### src/rtl/mdu_pkg.sv
// Shared constants and types for the RV32M multiply issue path.
package mdu_pkg;

    localparam logic [6:0] OPC_OP    = 7'b0110011;
    localparam logic [6:0] F7_MULDIV = 7'b0000001;

    typedef enum logic [2:0] {
        F3_MUL    = 3'b000,
        F3_MULH   = 3'b001,
        F3_MULHSU = 3'b010,
        F3_MULHU  = 3'b011
    } mul_f3_e;

    typedef enum logic [1:0] {
        ST_IDLE = 2'd0,
        ST_BUSY = 2'd1,
        ST_RESP = 2'd2
    } state_e;

    typedef struct packed {
        logic signed_a;
        logic signed_b;
        logic upper;
    } mul_ctrl_t;

endpackage

### src/rtl/mul_issue_ctrl_if.sv
// Core request, multiplier and writeback signals of the multiply issue controller.
interface mul_issue_ctrl_if #(
    parameter int XLEN = 32
);
    logic            req_valid_i;
    logic            req_ready_o;
    logic [6:0]      opcode_i;
    logic [2:0]      funct3_i;
    logic [6:0]      funct7_i;
    logic [4:0]      rd_i;
    logic [XLEN-1:0] rs1_data_i;
    logic [XLEN-1:0] rs2_data_i;
    logic            flush_i;
    logic            mult_en_o;
    logic [XLEN-1:0] op_A_o;
    logic [XLEN-1:0] op_B_o;
    logic            signed_A_o;
    logic            signed_B_o;
    logic            upper_o;
    logic [XLEN-1:0] mult_result_i;
    logic            mult_done_i;
    logic            wb_valid_o;
    logic            wb_ready_i;
    logic [4:0]      wb_rd_o;
    logic [XLEN-1:0] wb_data_o;
    logic            wb_err_o;
    logic            unsupported_o;

    modport slave (
        input  req_valid_i, opcode_i, funct3_i, funct7_i, rd_i, rs1_data_i, rs2_data_i,
               flush_i, mult_result_i, mult_done_i, wb_ready_i,
        output req_ready_o, mult_en_o, op_A_o, op_B_o, signed_A_o, signed_B_o, upper_o,
               wb_valid_o, wb_rd_o, wb_data_o, wb_err_o, unsupported_o
    );

    modport master (
        output req_valid_i, opcode_i, funct3_i, funct7_i, rd_i, rs1_data_i, rs2_data_i,
               flush_i, mult_result_i, mult_done_i, wb_ready_i,
        input  req_ready_o, mult_en_o, op_A_o, op_B_o, signed_A_o, signed_B_o, upper_o,
               wb_valid_o, wb_rd_o, wb_data_o, wb_err_o, unsupported_o
    );

endinterface

### src/rtl/mul_issue_ctrl_decoder.sv
// Combinational RV32M multiply decode: multiply detect plus signedness/upper-half select.
module decoder
    import mdu_pkg::*;
(
    input  logic [6:0] opcode,
    input  logic [2:0] funct3,
    input  logic [6:0] funct7,
    output logic       is_mul,
    output mul_ctrl_t  ctrl
);

    always_comb begin
        is_mul = (opcode == OPC_OP) && (funct7 == F7_MULDIV) && !funct3[2];
        ctrl   = '0;
        case (mul_f3_e'(funct3))
            F3_MULH: begin
                ctrl.signed_a = 1'b1;
                ctrl.signed_b = 1'b1;
                ctrl.upper    = 1'b1;
            end
            F3_MULHSU: begin
                ctrl.signed_a = 1'b1;
                ctrl.upper    = 1'b1;
            end
            F3_MULHU: ctrl.upper = 1'b1;
            default:  ctrl = '0;
        endcase
    end

endmodule

### src/rtl/mul_issue_ctrl.sv
// Issue/writeback controller in front of the multiplier: one op in flight, done gating,
// latency watchdog, back-pressured writeback and flush.
module mul_issue_ctrl
    import mdu_pkg::*;
#(
    parameter int XLEN     = 32,
    parameter int MUL_LAT  = 4,
    parameter int MAX_WAIT = 16
) (
    input logic             clk_i,
    input logic             rst_i,
    mul_issue_ctrl_if.slave mdu
);

    localparam int CNT_W = $clog2(MAX_WAIT + 1);
    typedef logic [CNT_W-1:0] cnt_t;
    localparam cnt_t DONE_GATE = cnt_t'(MUL_LAT - 1);
    localparam cnt_t WAIT_LAST = cnt_t'(MAX_WAIT - 1);
    localparam cnt_t CNT_SAT   = '1;

    state_e    state;
    state_e    state_nxt;
    cnt_t      cnt;
    logic      is_mul;
    mul_ctrl_t dec_ctrl;
    logic      req_ready;
    logic      accept;
    logic      done_ok;
    logic      timeout;

    decoder u_decoder (
        .opcode (mdu.opcode_i),
        .funct3 (mdu.funct3_i),
        .funct7 (mdu.funct7_i),
        .is_mul (is_mul),
        .ctrl   (dec_ctrl)
    );

    always_comb begin
        state_nxt = state;
        req_ready = 1'b0;
        accept    = 1'b0;
        done_ok   = 1'b0;
        timeout   = 1'b0;

        case (state)
            ST_IDLE: req_ready = 1'b1;
            ST_RESP: req_ready = mdu.wb_ready_i;
            default: req_ready = 1'b0;
        endcase
        if (mdu.flush_i)
            req_ready = 1'b0;
        accept = mdu.req_valid_i && req_ready;

        case (state)
            ST_IDLE: begin
                if (accept && is_mul)
                    state_nxt = ST_BUSY;
            end
            ST_BUSY: begin
                // Early done pulses (e.g. left over from a flushed op) are filtered here.
                done_ok = mdu.mult_done_i && (cnt >= DONE_GATE);
                timeout = !done_ok && (cnt == WAIT_LAST);
                if (done_ok || timeout)
                    state_nxt = ST_RESP;
            end
            ST_RESP: begin
                if (mdu.wb_ready_i)
                    state_nxt = (accept && is_mul) ? ST_BUSY : ST_IDLE;
            end
            default: state_nxt = ST_IDLE;
        endcase

        if (mdu.flush_i) begin
            state_nxt = ST_IDLE;
            done_ok   = 1'b0;
            timeout   = 1'b0;
        end
    end

    assign mdu.req_ready_o = req_ready;

    always_ff @(posedge clk_i or posedge rst_i) begin
        if (rst_i)
            state <= ST_IDLE;
        else
            state <= state_nxt;
    end

    always_ff @(posedge clk_i or posedge rst_i) begin
        if (rst_i) begin
            cnt               <= '0;
            mdu.mult_en_o     <= 1'b0;
            mdu.op_A_o        <= '0;
            mdu.op_B_o        <= '0;
            mdu.signed_A_o    <= 1'b0;
            mdu.signed_B_o    <= 1'b0;
            mdu.upper_o       <= 1'b0;
            mdu.wb_valid_o    <= 1'b0;
            mdu.wb_rd_o       <= '0;
            mdu.wb_data_o     <= '0;
            mdu.wb_err_o      <= 1'b0;
            mdu.unsupported_o <= 1'b0;
        end else begin
            mdu.mult_en_o     <= (state_nxt == ST_BUSY);
            mdu.wb_valid_o    <= (state_nxt == ST_RESP);
            mdu.unsupported_o <= accept && !is_mul;

            if (accept && is_mul) begin
                cnt            <= '0;
                mdu.op_A_o     <= mdu.rs1_data_i;
                mdu.op_B_o     <= mdu.rs2_data_i;
                mdu.signed_A_o <= dec_ctrl.signed_a;
                mdu.signed_B_o <= dec_ctrl.signed_b;
                mdu.upper_o    <= dec_ctrl.upper;
                mdu.wb_rd_o    <= mdu.rd_i;
            end else if (state == ST_BUSY && cnt != CNT_SAT) begin
                cnt <= cnt + cnt_t'(1);
            end

            if (done_ok) begin
                mdu.wb_data_o <= mdu.mult_result_i;
                mdu.wb_err_o  <= 1'b0;
            end else if (timeout) begin
                mdu.wb_data_o <= '0;
                mdu.wb_err_o  <= 1'b1;
            end
        end
    end

endmodule

### src/flat_wrapper.sv
// flat-port wrapper written by rule: the top's interface ports become plain ports
module mul_issue_ctrl_flat import mdu_pkg::*;
#(
    parameter int XLEN     = 32,
    parameter int MUL_LAT  = 4,
    parameter int MAX_WAIT = 16
)
  (clk_i, rst_i, mdu_req_valid_i, mdu_opcode_i, mdu_funct3_i, mdu_funct7_i, mdu_rd_i, mdu_rs1_data_i, mdu_rs2_data_i, mdu_flush_i, mdu_mult_result_i, mdu_mult_done_i, mdu_wb_ready_i, mdu_req_ready_o, mdu_mult_en_o, mdu_op_A_o, mdu_op_B_o, mdu_signed_A_o, mdu_signed_B_o, mdu_upper_o, mdu_wb_valid_o, mdu_wb_rd_o, mdu_wb_data_o, mdu_wb_err_o, mdu_unsupported_o);
  mul_issue_ctrl_if #(.XLEN(XLEN)) mdu_i ();
  input logic clk_i;
  input logic rst_i;
  input wire logic [$bits(mdu_i.req_valid_i)-1:0] mdu_req_valid_i;
  input wire logic [$bits(mdu_i.opcode_i)-1:0] mdu_opcode_i;
  input wire logic [$bits(mdu_i.funct3_i)-1:0] mdu_funct3_i;
  input wire logic [$bits(mdu_i.funct7_i)-1:0] mdu_funct7_i;
  input wire logic [$bits(mdu_i.rd_i)-1:0] mdu_rd_i;
  input wire logic [$bits(mdu_i.rs1_data_i)-1:0] mdu_rs1_data_i;
  input wire logic [$bits(mdu_i.rs2_data_i)-1:0] mdu_rs2_data_i;
  input wire logic [$bits(mdu_i.flush_i)-1:0] mdu_flush_i;
  input wire logic [$bits(mdu_i.mult_result_i)-1:0] mdu_mult_result_i;
  input wire logic [$bits(mdu_i.mult_done_i)-1:0] mdu_mult_done_i;
  input wire logic [$bits(mdu_i.wb_ready_i)-1:0] mdu_wb_ready_i;
  output wire logic [$bits(mdu_i.req_ready_o)-1:0] mdu_req_ready_o;
  output wire logic [$bits(mdu_i.mult_en_o)-1:0] mdu_mult_en_o;
  output wire logic [$bits(mdu_i.op_A_o)-1:0] mdu_op_A_o;
  output wire logic [$bits(mdu_i.op_B_o)-1:0] mdu_op_B_o;
  output wire logic [$bits(mdu_i.signed_A_o)-1:0] mdu_signed_A_o;
  output wire logic [$bits(mdu_i.signed_B_o)-1:0] mdu_signed_B_o;
  output wire logic [$bits(mdu_i.upper_o)-1:0] mdu_upper_o;
  output wire logic [$bits(mdu_i.wb_valid_o)-1:0] mdu_wb_valid_o;
  output wire logic [$bits(mdu_i.wb_rd_o)-1:0] mdu_wb_rd_o;
  output wire logic [$bits(mdu_i.wb_data_o)-1:0] mdu_wb_data_o;
  output wire logic [$bits(mdu_i.wb_err_o)-1:0] mdu_wb_err_o;
  output wire logic [$bits(mdu_i.unsupported_o)-1:0] mdu_unsupported_o;
  assign mdu_i.req_valid_i = mdu_req_valid_i;
  assign mdu_i.opcode_i = mdu_opcode_i;
  assign mdu_i.funct3_i = mdu_funct3_i;
  assign mdu_i.funct7_i = mdu_funct7_i;
  assign mdu_i.rd_i = mdu_rd_i;
  assign mdu_i.rs1_data_i = mdu_rs1_data_i;
  assign mdu_i.rs2_data_i = mdu_rs2_data_i;
  assign mdu_i.flush_i = mdu_flush_i;
  assign mdu_i.mult_result_i = mdu_mult_result_i;
  assign mdu_i.mult_done_i = mdu_mult_done_i;
  assign mdu_i.wb_ready_i = mdu_wb_ready_i;
  assign mdu_req_ready_o = mdu_i.req_ready_o;
  assign mdu_mult_en_o = mdu_i.mult_en_o;
  assign mdu_op_A_o = mdu_i.op_A_o;
  assign mdu_op_B_o = mdu_i.op_B_o;
  assign mdu_signed_A_o = mdu_i.signed_A_o;
  assign mdu_signed_B_o = mdu_i.signed_B_o;
  assign mdu_upper_o = mdu_i.upper_o;
  assign mdu_wb_valid_o = mdu_i.wb_valid_o;
  assign mdu_wb_rd_o = mdu_i.wb_rd_o;
  assign mdu_wb_data_o = mdu_i.wb_data_o;
  assign mdu_wb_err_o = mdu_i.wb_err_o;
  assign mdu_unsupported_o = mdu_i.unsupported_o;
  mul_issue_ctrl #(.XLEN(XLEN), .MUL_LAT(MUL_LAT), .MAX_WAIT(MAX_WAIT)) u_core (.clk_i(clk_i), .rst_i(rst_i), .mdu(mdu_i));
endmodule
### config.mk
export PLATFORM = sky130hd
export DESIGN_NAME = mul_issue_ctrl_flat
export DESIGN_NICKNAME = d
export VERILOG_FILES = /design/src/rtl/mdu_pkg.sv /design/src/rtl/mul_issue_ctrl_if.sv /design/src/rtl/mul_issue_ctrl_decoder.sv /design/src/rtl/mul_issue_ctrl.sv /design/src/flat_wrapper.sv
export SDC_FILE = /design/constraint.sdc
export NUM_CORES = 1
export LEC_CHECK = 0
export CORE_MARGIN = 3
export CORE_UTILIZATION = 35
export DETAILED_ROUTE_END_ITERATION = 8
export DONT_BUFFER_PORTS = 1
export GPL_TIMING_DRIVEN = 0
export PLACE_DENSITY_LB_ADDON = 0.25
export SYNTH_ARGS = -nofsm -noshare
export SYNTH_HDL_FRONTEND = slang
export SYNTH_SLANG_ARGS = --single-unit
### constraint.sdc
create_clock -name clk_i -period 4.45 [get_ports clk_i]
set_input_delay 0.89 -clock clk_i [delete_from_list [all_inputs] [get_ports clk_i]]
set_output_delay 0.89 -clock clk_i [all_outputs]
set_load 0.005 [all_outputs]
==> metrics.md <==
| Metric | Value |
|---|---|
| Max-cap viol count | 0 |
| # fillers | 1131 |
| Slew @ Worst Pin | 0.678 ns |
| Bufs and invs on worst path | 0 |
| Clk_lat worst skew | 0.40 ns |
| Hold crit path type | in2async |
| Total power | 2.27 mW |
| CTS tree | done |
| Ys flop type | dfrtp_1 |
| Cts bufs inserted | 17 |
| Sequential area share after synthesis | 0.650 |
| Row Count | 40 |
| Slowest stage delay, CP | 0.18 ns |
| First-pass GRT wire length | 15100 um |
| Period utilization | 0.477 |
| Post-Synth Adder-Cell Area | 0.00848 |
| #FFs+latches synth | 115 |
| CTS root buf | clkbuf_16 |
| Initial Util | 0.363 |
| Unrepaired setup endpoints after global routing | false |
| GRT Resource Usage Total | 0.142 |
| Setup-failing EPs final | 0 |
| Antenna violations before repair | 1 |
| Critical path's top delay family | simple AND/OR/NAND/NOR gates |
| Final hold vios | 0 |
| H-tree levels | 4 |
| Vias in the first global route | 2673 |
| R2R cell count | 7 |
| Simple-Gate Fraction of Synth Area | 0.0446 |
| DRT iter0 DRCs | 99 |
| Placed inst area | 4670 um^2 |
| Multi-input logic area | 1440 um^2 |
| Syn. warnings | 0 |
| Post-synth net total | 409 |
| Peak VDD IR | 0.194 mV |
| Crit path required time | 3.56 ns |
| Clock-pin slew on the worst setup and hold paths | 0.05 ns |
| Setup CP Type | in2out |
| Netlist cell types | 38 |
| Yosys top cell by area | dfrtp_1 |
| Core Region | 12200 um^2 |
| Worst setup EP type | output port |
| Levels on crit path | 2 |
| Remaining DRCs | 0 |
| PnR worst setup slack | 2.33 ns |
| Largest family of logic cells by synthesized area | multiplexers |
| Status | completed |
| Pleak | 2.57 nW |
| Total Die Area | 14000 um^2 |
| Mean Syn Cell Area | 15.7 um^2 |
| DP Worst Slack | 1.98 ns |
| Die span in y | 118 um |
| CP Cell Sequence | nand2b_1 > and2_1 |
| Postcts setup bufs | 0 |
| Synth Area in XOR/XNOR | 0.00791 |
| Min Tclk post-route | 2.12 ns |
| Final ANT Viol Nets | 0 |
| Met1 wire length | 3840 um |
| DR vias/cell | 5.12 |
| Worst Path Arrival | 1.23 ns |
| R2R setup slack | 2.50 ns |
| Layout area overhead | 17.4% |
| Met3 WL | 613 um |
| Top cells by area, synth | dfrtp_1 (65%), mux2_2 (12%), a22o_1 (6.3%) |
| Cells after synthesis | 282 |
| Mux contribution to synthesized area | 0.180 |
| EDFF count, synth | 0 |
| I/O pin count | 233 |
| DR top layer | met4 |
| Overflow left after global routing | 0 |
| Power Dens Cells | 437 nW/um^2 |
| Post_cts resized | 0 |
| Fmax | 0.471 GHz |
| Post-synth ARST share | 1.00 |
| Hold bufs inserted after CTS | 0 |
| Final Max Tran Viols | 0 |
| Worst Setup Start Kind | primary input |
| Mapped cell area | 4430 um^2 |
| Metal2 WL | 5210 um |
| Total clock sinks | 115 |
| Fraction of the mapped netlist area in compound gates | 0.0834 |
| Slew headroom | 0.548 |
| Drt first pass iters | 4 |
| Reg area | 2880 um^2 |
| Slowest cell on the critical path | and2_1 |
| Ratio of cells with drive above 1 in the final layout | 0.298 |
| Die Wd | 118 um |
| Via count | 2480 |
| Crit Path Max Fanout | 4 |
| Routability cong. | 0.732 |
| Setup Skew | 0.00776 ns |
| Wirelength per Cell | 20.4 um |
| Total wire length | 9880 um |
| Largest net degree at the start of global routing | 63 |
| Post-synth top area share | 0.650 |
| Deepest clock path buffer count | 2 |
| Nets | 429 |
| Final HPWL DP | 7310 um |
| Port bufs | 0 |
| Final Cell Area | 5200 um^2 |
| Fin Hold WS | 0.469 ns |
## power breakdown
| group | total, mW | internal [mW] | switching [mW] |
|---|---|---|---|
| registers | 1.05 | 1.05 | 0.000636 |
| logic | 0.0298 | 0.00726 | 0.0225 |
| clock network | 1.20 | 0.764 | 0.431 |
## stage by stage
stage               instances  setup TNS (ns)  utilization
finish                    484               0        0.426
CTS                       483               0        0.426
global placement          450          -73.66        0.380
detailed placement        451               0        0.382
global route              484               0        0.426
floorplan                 282               0            -
## metal layers
layer,GRT usage,vias to the layer above
li1,-,1078
met1,0.162,1260
met2,0.229,122
met3,0.0598,20
met4,0.0666,0
met5,0,-
## cell usage after synthesis, types with 2 or more instances
cell and instances:
inv_1 2, a21oi_1 3, clkbuf_1 3, ha_1 3
mux2_2 47, xor2_1 2, mux2_1 23, nor3b_1 2
nor2_1 8, nand2_1 3, dfrtp_1 115, a21o_1 2
o31ai_1 2, and4bb_2 2, buf_6 3, a22o_1 32
o21ai_0 2, buf_4 4, o41ai_1 2, buf_2 3
xnor2_1 2
## final cells by class
cell class	count	area share
diodes	1	0.000481
plain buffers	14	0.0202
clock buffers	27	0.0968
clock inverters	5	0.00481
inverters	2	0.00193
multi-input cells	151	0.277
flip-flops and latches	115	0.554
well taps	168	0.0404
repair buffers	1	0.00529
## sequential cells by signal, indices dropped and copies added, names as in the netlist
name,count
u_core.cnt,5
u_core.mdu.upper_o,1
u_core.mdu.unsupported_o,1
u_core.mdu.wb_data_o,32
u_core.mdu.signed_B_o,1
u_core.mdu.wb_rd_o,5
u_core.mdu.signed_A_o,1
u_core.mdu.wb_err_o,1
u_core.mdu.op_B_o,32
u_core.mdu.mult_en_o,1
u_core.state,2
u_core.mdu.wb_valid_o,1
u_core.mdu.op_A_o,32
## placed cells by master (no fill, tap or decap), types with 2 or more instances in the layout
cell,instances
clkbuf_16,17
o31ai_1,2
a21oi_1,3
and4bb_2,2
clkbuf_1,9
ha_1,3
a21o_1,2
mux2_1,23
clkbuf_8,4
xnor2_1,2
clkinv_2,5
mux2_2,47
o21ai_0,2
buf_6,3
buf_4,4
nor2_1,8
nand2_1,3
a22o_1,32
o41ai_1,2
buf_2,3
xor2_1,2
nor3b_1,2
dfrtp_1,115
## path summary, 6_finish.rpt
kind,from,endpoint
worst max-delay path,mdu_wb_ready_i,mdu_req_ready_o
worst min-delay path,rst_i,u_core.mdu.op_A_o[7]$_DFFE_PP0P_
worst max register to register,u_core.cnt[0]$_DFFE_PP0P_,u_core.cnt[3]$_DFFE_PP0P_
worst min register to register,u_core.mdu.op_A_o[1]$_DFFE_PP0P_,u_core.mdu.op_A_o[1]$_DFFE_PP0P_
max in group asynchronous,rst_i,u_core.mdu.op_B_o[30]$_DFFE_PP0P_
min in group clk_i,u_core.mdu.op_A_o[1]$_DFFE_PP0P_,u_core.mdu.op_A_o[1]$_DFFE_PP0P_
## cell families (layout without fill, tap and decap cells)
kind of cell,Yosys count,count (layout)
AO/OA/AOI/OAI,45,45
XOR/XNOR,4,4
adder cells (fa/ha/maj),3,3
buffers and inverters,16,49
flip-flops,115,115
multiplexers,71,71
other,0,1
AND/OR/NAND/NOR,28,28
(Power assumes the default switching activity.)
